### src/rtl/adc_axis_pkg.sv
// Shared types and width helpers for the ADC frame to AXI-Stream serializer.
// Imported by frame_fifo and adc_frame_axis.
package adc_axis_pkg;

  typedef enum logic {
    IDLE   = 1'b0,
    STREAM = 1'b1
  } ser_state_t;

  function automatic int calc_idx_w(input int num_ch);
    return (num_ch <= 1) ? 1 : $clog2(num_ch);
  endfunction

  // A FIFO entry holds all channel samples plus the enable mask captured with them.
  function automatic int calc_entry_w(input int num_ch, input int data_w);
    return num_ch * data_w + num_ch;
  endfunction

endpackage

### src/rtl/frame_fifo.sv
// Whole-frame FIFO with registered full/empty flags.
// A push is accepted while full when a pop happens in the same cycle.
module frame_fifo
  import adc_axis_pkg::*;
#(
  parameter int WIDTH = 8,
  parameter int DEPTH = 4
) (
  input  logic             clk,
  input  logic             rst,
  input  logic             push,
  input  logic [WIDTH-1:0] wr_data,
  input  logic             pop,
  output logic [WIDTH-1:0] rd_data,
  output logic             full,
  output logic             empty
);

  localparam int PTR_W = $clog2(DEPTH);

  logic [WIDTH-1:0] mem [DEPTH];
  logic [PTR_W-1:0] wr_ptr;
  logic [PTR_W-1:0] rd_ptr;
  logic [PTR_W:0]   count;
  logic [PTR_W:0]   count_nxt;
  logic             do_push;
  logic             do_pop;

  assign do_pop  = pop && !empty;
  assign do_push = push && (!full || do_pop);
  assign rd_data = mem[rd_ptr];

  always_comb begin
    count_nxt = count;
    case ({do_push, do_pop})
      2'b10:   count_nxt = count + (PTR_W+1)'(1);
      2'b01:   count_nxt = count - (PTR_W+1)'(1);
      default: count_nxt = count;
    endcase
  end

  always_ff @(posedge clk) begin
    if (do_push) begin
      mem[wr_ptr] <= wr_data;
    end
  end

  always_ff @(posedge clk) begin
    if (rst) begin
      wr_ptr <= '0;
      rd_ptr <= '0;
      count  <= '0;
      full   <= 1'b0;
      empty  <= 1'b1;
    end else begin
      if (do_push) begin
        wr_ptr <= wr_ptr + PTR_W'(1);
      end
      if (do_pop) begin
        rd_ptr <= rd_ptr + PTR_W'(1);
      end
      count <= count_nxt;
      full  <= (count_nxt == (PTR_W+1)'(DEPTH));
      empty <= (count_nxt == '0);
    end
  end

endmodule

### src/rtl/adc_frame_axis.sv
// Buffers ADC conversion frames and serializes their enabled channels
// onto an AXI-Stream master, one sample per beat, with drop statistics.
module adc_frame_axis
  import adc_axis_pkg::*;
#(
  parameter int NUM_CH = 4,
  parameter int DATA_W = 16,
  parameter int DEPTH  = 4,
  parameter int CNT_W  = 16
) (
  input  logic                            clk,
  input  logic                            rst,
  input  logic                            in_valid,
  input  logic [NUM_CH*DATA_W-1:0]        in_data,
  input  logic [NUM_CH-1:0]               ch_en,
  output logic [DATA_W-1:0]               m_axis_tdata,
  output logic                            m_axis_tvalid,
  input  logic                            m_axis_tready,
  output logic                            m_axis_tlast,
  output logic [calc_idx_w(NUM_CH)-1:0]   m_axis_tuser,
  input  logic                            clr_stats,
  output logic                            overflow,
  output logic [CNT_W-1:0]                drop_cnt
);

  localparam int IDX_W   = calc_idx_w(NUM_CH);
  localparam int FRAME_W = NUM_CH * DATA_W;
  localparam int ENTRY_W = calc_entry_w(NUM_CH, DATA_W);
  localparam logic [NUM_CH-1:0] MASK_ONE = NUM_CH'(1);

  ser_state_t         state;
  ser_state_t         state_nxt;
  logic               fifo_full;
  logic               fifo_empty;
  logic               fifo_push;
  logic               fifo_pop;
  logic [ENTRY_W-1:0] fifo_rd;
  logic [FRAME_W-1:0] frame_data;
  logic [NUM_CH-1:0]  rem_mask;
  logic               frame_req;
  logic               drop;
  logic               beat_hs;
  logic               last_beat;
  logic [IDX_W-1:0]   cur_idx;
  logic [DATA_W-1:0]  cur_data;

  assign frame_req = in_valid && !rst && (ch_en != '0);
  assign fifo_push = frame_req && (!fifo_full || fifo_pop);
  assign drop      = frame_req && fifo_full && !fifo_pop;
  assign beat_hs   = m_axis_tvalid && m_axis_tready;
  // rem_mask holds the channels still to send; one bit left means this is the last beat.
  assign last_beat = (rem_mask & (rem_mask - MASK_ONE)) == '0;

  frame_fifo #(
    .WIDTH (ENTRY_W),
    .DEPTH (DEPTH)
  ) u_fifo (
    .clk     (clk),
    .rst     (rst),
    .push    (fifo_push),
    .wr_data ({in_data, ch_en}),
    .pop     (fifo_pop),
    .rd_data (fifo_rd),
    .full    (fifo_full),
    .empty   (fifo_empty)
  );

  always_comb begin
    cur_idx  = '0;
    cur_data = '0;
    for (int i = NUM_CH - 1; i >= 0; i--) begin
      if (rem_mask[i]) begin
        cur_idx  = IDX_W'(i);
        cur_data = frame_data[i*DATA_W +: DATA_W];
      end
    end
  end

  always_ff @(posedge clk) begin
    if (rst) begin
      state <= IDLE;
    end else begin
      state <= state_nxt;
    end
  end

  always_comb begin
    state_nxt = state;
    case (state)
      IDLE:    if (!fifo_empty) state_nxt = STREAM;
      STREAM:  if (beat_hs && last_beat && fifo_empty) state_nxt = IDLE;
      default: state_nxt = IDLE;
    endcase
  end

  // The next frame is popped on the final handshake so frames stream back to back.
  always_comb begin
    m_axis_tvalid = 1'b0;
    m_axis_tdata  = '0;
    m_axis_tuser  = '0;
    m_axis_tlast  = 1'b0;
    fifo_pop      = 1'b0;
    case (state)
      IDLE: begin
        fifo_pop = !fifo_empty;
      end
      STREAM: begin
        m_axis_tvalid = 1'b1;
        m_axis_tdata  = cur_data;
        m_axis_tuser  = cur_idx;
        m_axis_tlast  = last_beat;
        fifo_pop      = m_axis_tready && last_beat && !fifo_empty;
      end
      default: begin
        fifo_pop = 1'b0;
      end
    endcase
  end

  always_ff @(posedge clk) begin
    if (rst) begin
      frame_data <= '0;
      rem_mask   <= '0;
    end else if (fifo_pop) begin
      frame_data <= fifo_rd[ENTRY_W-1 -: FRAME_W];
      rem_mask   <= fifo_rd[NUM_CH-1:0];
    end else if (beat_hs) begin
      rem_mask <= rem_mask & (rem_mask - MASK_ONE);
    end
  end

  // A drop in the same cycle as a clear is kept, so the clear never hides it.
  always_ff @(posedge clk) begin
    if (rst) begin
      overflow <= 1'b0;
      drop_cnt <= '0;
    end else if (clr_stats) begin
      overflow <= drop;
      drop_cnt <= drop ? CNT_W'(1) : '0;
    end else if (drop) begin
      overflow <= 1'b1;
      if (drop_cnt != '1) begin
        drop_cnt <= drop_cnt + CNT_W'(1);
      end
    end
  end

endmodule

### config.mk
export PLATFORM = sky130hd
export DESIGN_NAME = adc_frame_axis
export DESIGN_NICKNAME = d
export VERILOG_FILES = /design/src/rtl/adc_axis_pkg.sv /design/src/rtl/frame_fifo.sv /design/src/rtl/adc_frame_axis.sv
export SDC_FILE = /design/constraint.sdc
export NUM_CORES = 1
export LEC_CHECK = 0
export CORE_MARGIN = 2
export CORE_UTILIZATION = 25
export CTS_BUF_LIST = sky130_fd_sc_hd__clkbuf_16
export DETAILED_ROUTE_END_ITERATION = 7
export PLACE_DENSITY = 0.43
export SLEW_MARGIN = 5
export SYNTH_ARGS = -nofsm -noshare
export SYNTH_HDL_FRONTEND = slang
export SYNTH_SLANG_ARGS = --single-unit
### constraint.sdc
create_clock -name clk -period 4.6 [get_ports clk]
set_input_delay 0.92 -clock clk [delete_from_list [all_inputs] [get_ports clk]]
set_output_delay 0.92 -clock clk [all_outputs]
set_load 0.02 [all_outputs]
==> impl_results.md, run 1 <==
* Crit path required time at roughly 3.7 ns
* Setup TNS at 0 ns
* Final worst setup slack at 0.505 ns
* Largest net degree at the start of global routing at 92
* Yosys reg bits at 369
* Power density cells at 547 nW/um2
* IO buf count at roughly 110
* Nets at approximately 1100
* Grt ovf at 0
* Die W at between 200 and 250 um
* Ys async rst share at 0%
* Inst Count DP at roughly 1700
* Mapped Area at 14100 um2
* Pre-CTS WS at around 0.7 ns
* Worst slew margin at slightly below 30%
* EDFF count, synth at 272
* Number of buffers created by CTS at 42
* Unrepaired setup endpoints after global routing: no
* Dpl hpwl at ~23 mm
* Syn Inst Count at between 900 and 1000
* Startpoint types: flop
* Minimum clock period at 4.10 ns
* # resized after CTS at 0
* TritonRoute pass-1 iters at 5
* Top-area cell type share of the netlist area at approximately 58%
* Hold_sp: frame_data[22]
* Die ar. at between 50000 and 60000 um2
* Fmax at between 200 and 250 MHz
* Syn. warnings at 0
* Sequential cell area at approximately 10000 um2
* DR WL/cell at 20.1 um
* Most area-consuming cells after synthesis: edfxtp_1, dfxtp_1, mux4_2, nand2_1, a21oi_1
* Static leakage at roughly 5.6 nW
* Critical path endpoint category: primary output
* Crit path from: rem_mask[0]
* Clock Skews at 0.0260 ns
* Global-route usage over all layers at 12.5%
* CP Max Fanout at 20
* Final period util at around nine tenths
* VDD IR-drop max at ~0.00026 V
* Initial Util at between 20% and 30%
* Postcts setup bufs at 0
* Non-Filler Instances at between 1500 and 2000
* Clk_lat worst skew at approximately 0.58 ns
* Layout area overhead at 24.6%
* Detailed Route Iter0 Violations at 699
* Worst R2R Start: rem_mask[3]
* Detailed Route WL at 36.6 mm
* CTS Buffer Depth at 3
* Critical path class: flop to primary output
* Register area share after synthesis at between 70% and 80%
* Avg Cell Area, Syn at 15.3 um2
* Global-route wire length before repair at between 50 and 60 mm
* Number of global-route vias before repair at 8347
* Hold WC Path Type: flop to flop
* Site Rows at 87
* Placeable Area at 56200 um2
* Worst EP arrival at between 3 and 4 ns
* Area post-placement at around 16000 um2
* Via count at slightly above 8000
* RD Place Congestion at 0.776
* Top cell type by total area after synthesis: edfxtp_1
* Antenna viol nets, final at 0
* Clk root buf: clkbuf_16
* Hold Slack at 0.453 ns
* Cts hold-fix bufs at 0
* Die height at ~240 um
* Footprint of the multi-input gates at ~3800 um2
* Least-Margin Pin Slew at approximately 1.1 ns
* Remaining DRCs at 0
* Htree depth at 2
* Primary FF master, synth: edfxtp_1
* Post-route cell area at 17600 um2
* Share of layout cells above drive strength 1 at ~15%
* Design Power at between 9 and 10 mW
* Finished Core Util at 31.4%
* Avg Vias per Cell at roughly 4.5
* CTS sink cnt at between 300 and 400
* Final Max Slew Viols at 0
* CTS tree: yes
* Number of max-cap violations at 0
* Post-synthesis net count at roughly 1000
* Clock transition at the registers of the reported paths at about 0.060 ns
* Endpoints failing setup at 0
* Filler cells at around 5600
* Initial antenna violation count at 3
* Top Ports at 110
* Post-synth cell types at 48
* Outcome: finished clean
* Final Hold Vio Count at 0
-- placed cells by master (no fill, tap or decap), types with 2 or more instances in the layout --
master / n
clkdlybuf4s50_1: 108
clkbuf_16: 42
nand3_1: 7
buf_4: 12
bufinv_16: 9
o211a_1: 2
clkinv_2: 12
and3_1: 3
nor4_1: 2
o21ai_0: 8
or3_1: 13
nand4_1: 4
o211ai_1: 2
xor2_1: 2
a211oi_1: 2
dfxtp_1: 95
nor3_1: 4
o31ai_1: 10
a21oi_1: 102
edfxtp_1: 272
inv_1: 12
o2111ai_1: 8
xnor2_1: 4
clkinv_1: 6
and2_4: 4
nor3b_1: 2
buf_12: 5
o221ai_1: 16
mux4_2: 68
ha_1: 6
nand2_1: 159
and4_1: 2
nor2_1: 31
mux2i_1: 5
o21a_1: 2
a22oi_1: 4
-- kinds of logic (layout without fill, tap and decap cells) --
| kind of cell | after synthesis | count (layout) | synth area share [%] |
|---|---|---|---|
| and+or+nand+nor | 237 | 237 | 7.13 |
| buffers and inverters | 66 | 212 | 1.85 |
| DFF | 369 | 369 | 71.5 |
| other | 0 | 1 | 0 |
| xor gates and xnor gates | 6 | 6 | 0.372 |
| adders and majority gates | 7 | 7 | 0.673 |
| muxes | 73 | 73 | 11.2 |
| AOI/OAI and AO/OA | 164 | 164 | 7.26 |
-- metal layers --
metal / vias to the layer above / track usage [%] / share of wire [%]
met5: - / 0 / 0.087
met4: 4 / 3.89 / 1.8
met3: 44 / 2.83 / 5.1
met2: 187 / 18.9 / 45
met1: 4212 / 17.7 / 48
li1: 3770 / - / -
-- sequential cells by signal, indices dropped and copies added (netlist names), named ones only --
signal,flops
state,1
u_fifo.count,3
u_fifo.mem,272
frame_data,64
u_fifo.full,1
u_fifo.wr_ptr,2
drop_cnt,16
u_fifo.rd_ptr,2
u_fifo.empty,1
overflow,1
rem_mask,4
-- path summary, 6_finish.rpt --
check,endpoint,slack [ns],cells after the start
worst min register to register,frame_data[22],0.45,2
worst min-delay path,frame_data[22],0.45,2
worst max register to register,drop_cnt[5],1.19,6
worst max-delay path,m_axis_tdata[4],0.50,5
-- worst max-delay path: stages (launching register included) --
cell             delay, ns
dfxtp_1               0.41
inv_1                 0.33
nand2_1               0.52
o221ai_1              0.24
a21oi_1               0.41
clkdlybuf4s50_1       0.69
-- synthesized netlist by cell type (all sizes together) (8+ instances only) --
| cell | n |
|---|---|
| o221ai | 16 |
| o31ai | 10 |
| buf | 15 |
| dfxtp | 97 |
| or3 | 13 |
| o2111ai | 8 |
| mux4 | 68 |
| nor2 | 31 |
| o21ai | 8 |
| edfxtp | 272 |
| nand2 | 159 |
| clkbuf | 42 |
| a21oi | 102 |
-- cell type report --
type                       count  area share [%]
antenna                        1          0.0142
clock buffer                  42            5.97
clock inverter                35            2.39
inverter                       9           0.192
multi-input combinational    487            21.4
sequential                   369            57.4
tap                          756            5.37
timing repair buffer         126            7.24
-- power breakdown --
part	leakage, nW	internal (mW)	switching, mW
registers	3.26	3.90	0.319
logic	1.57	0.840	1.04
clock network	0.751	2.18	1.36
No activity file was read; power rests on OpenSTA's default activity.
==> inputs of run 2 (changes only) <==
Settings changed: HOLD_SLACK_MARGIN from default to 0.15.
==> results of run 2 <==
The final DEF is identical to that of run 1; final timing and power are the same.
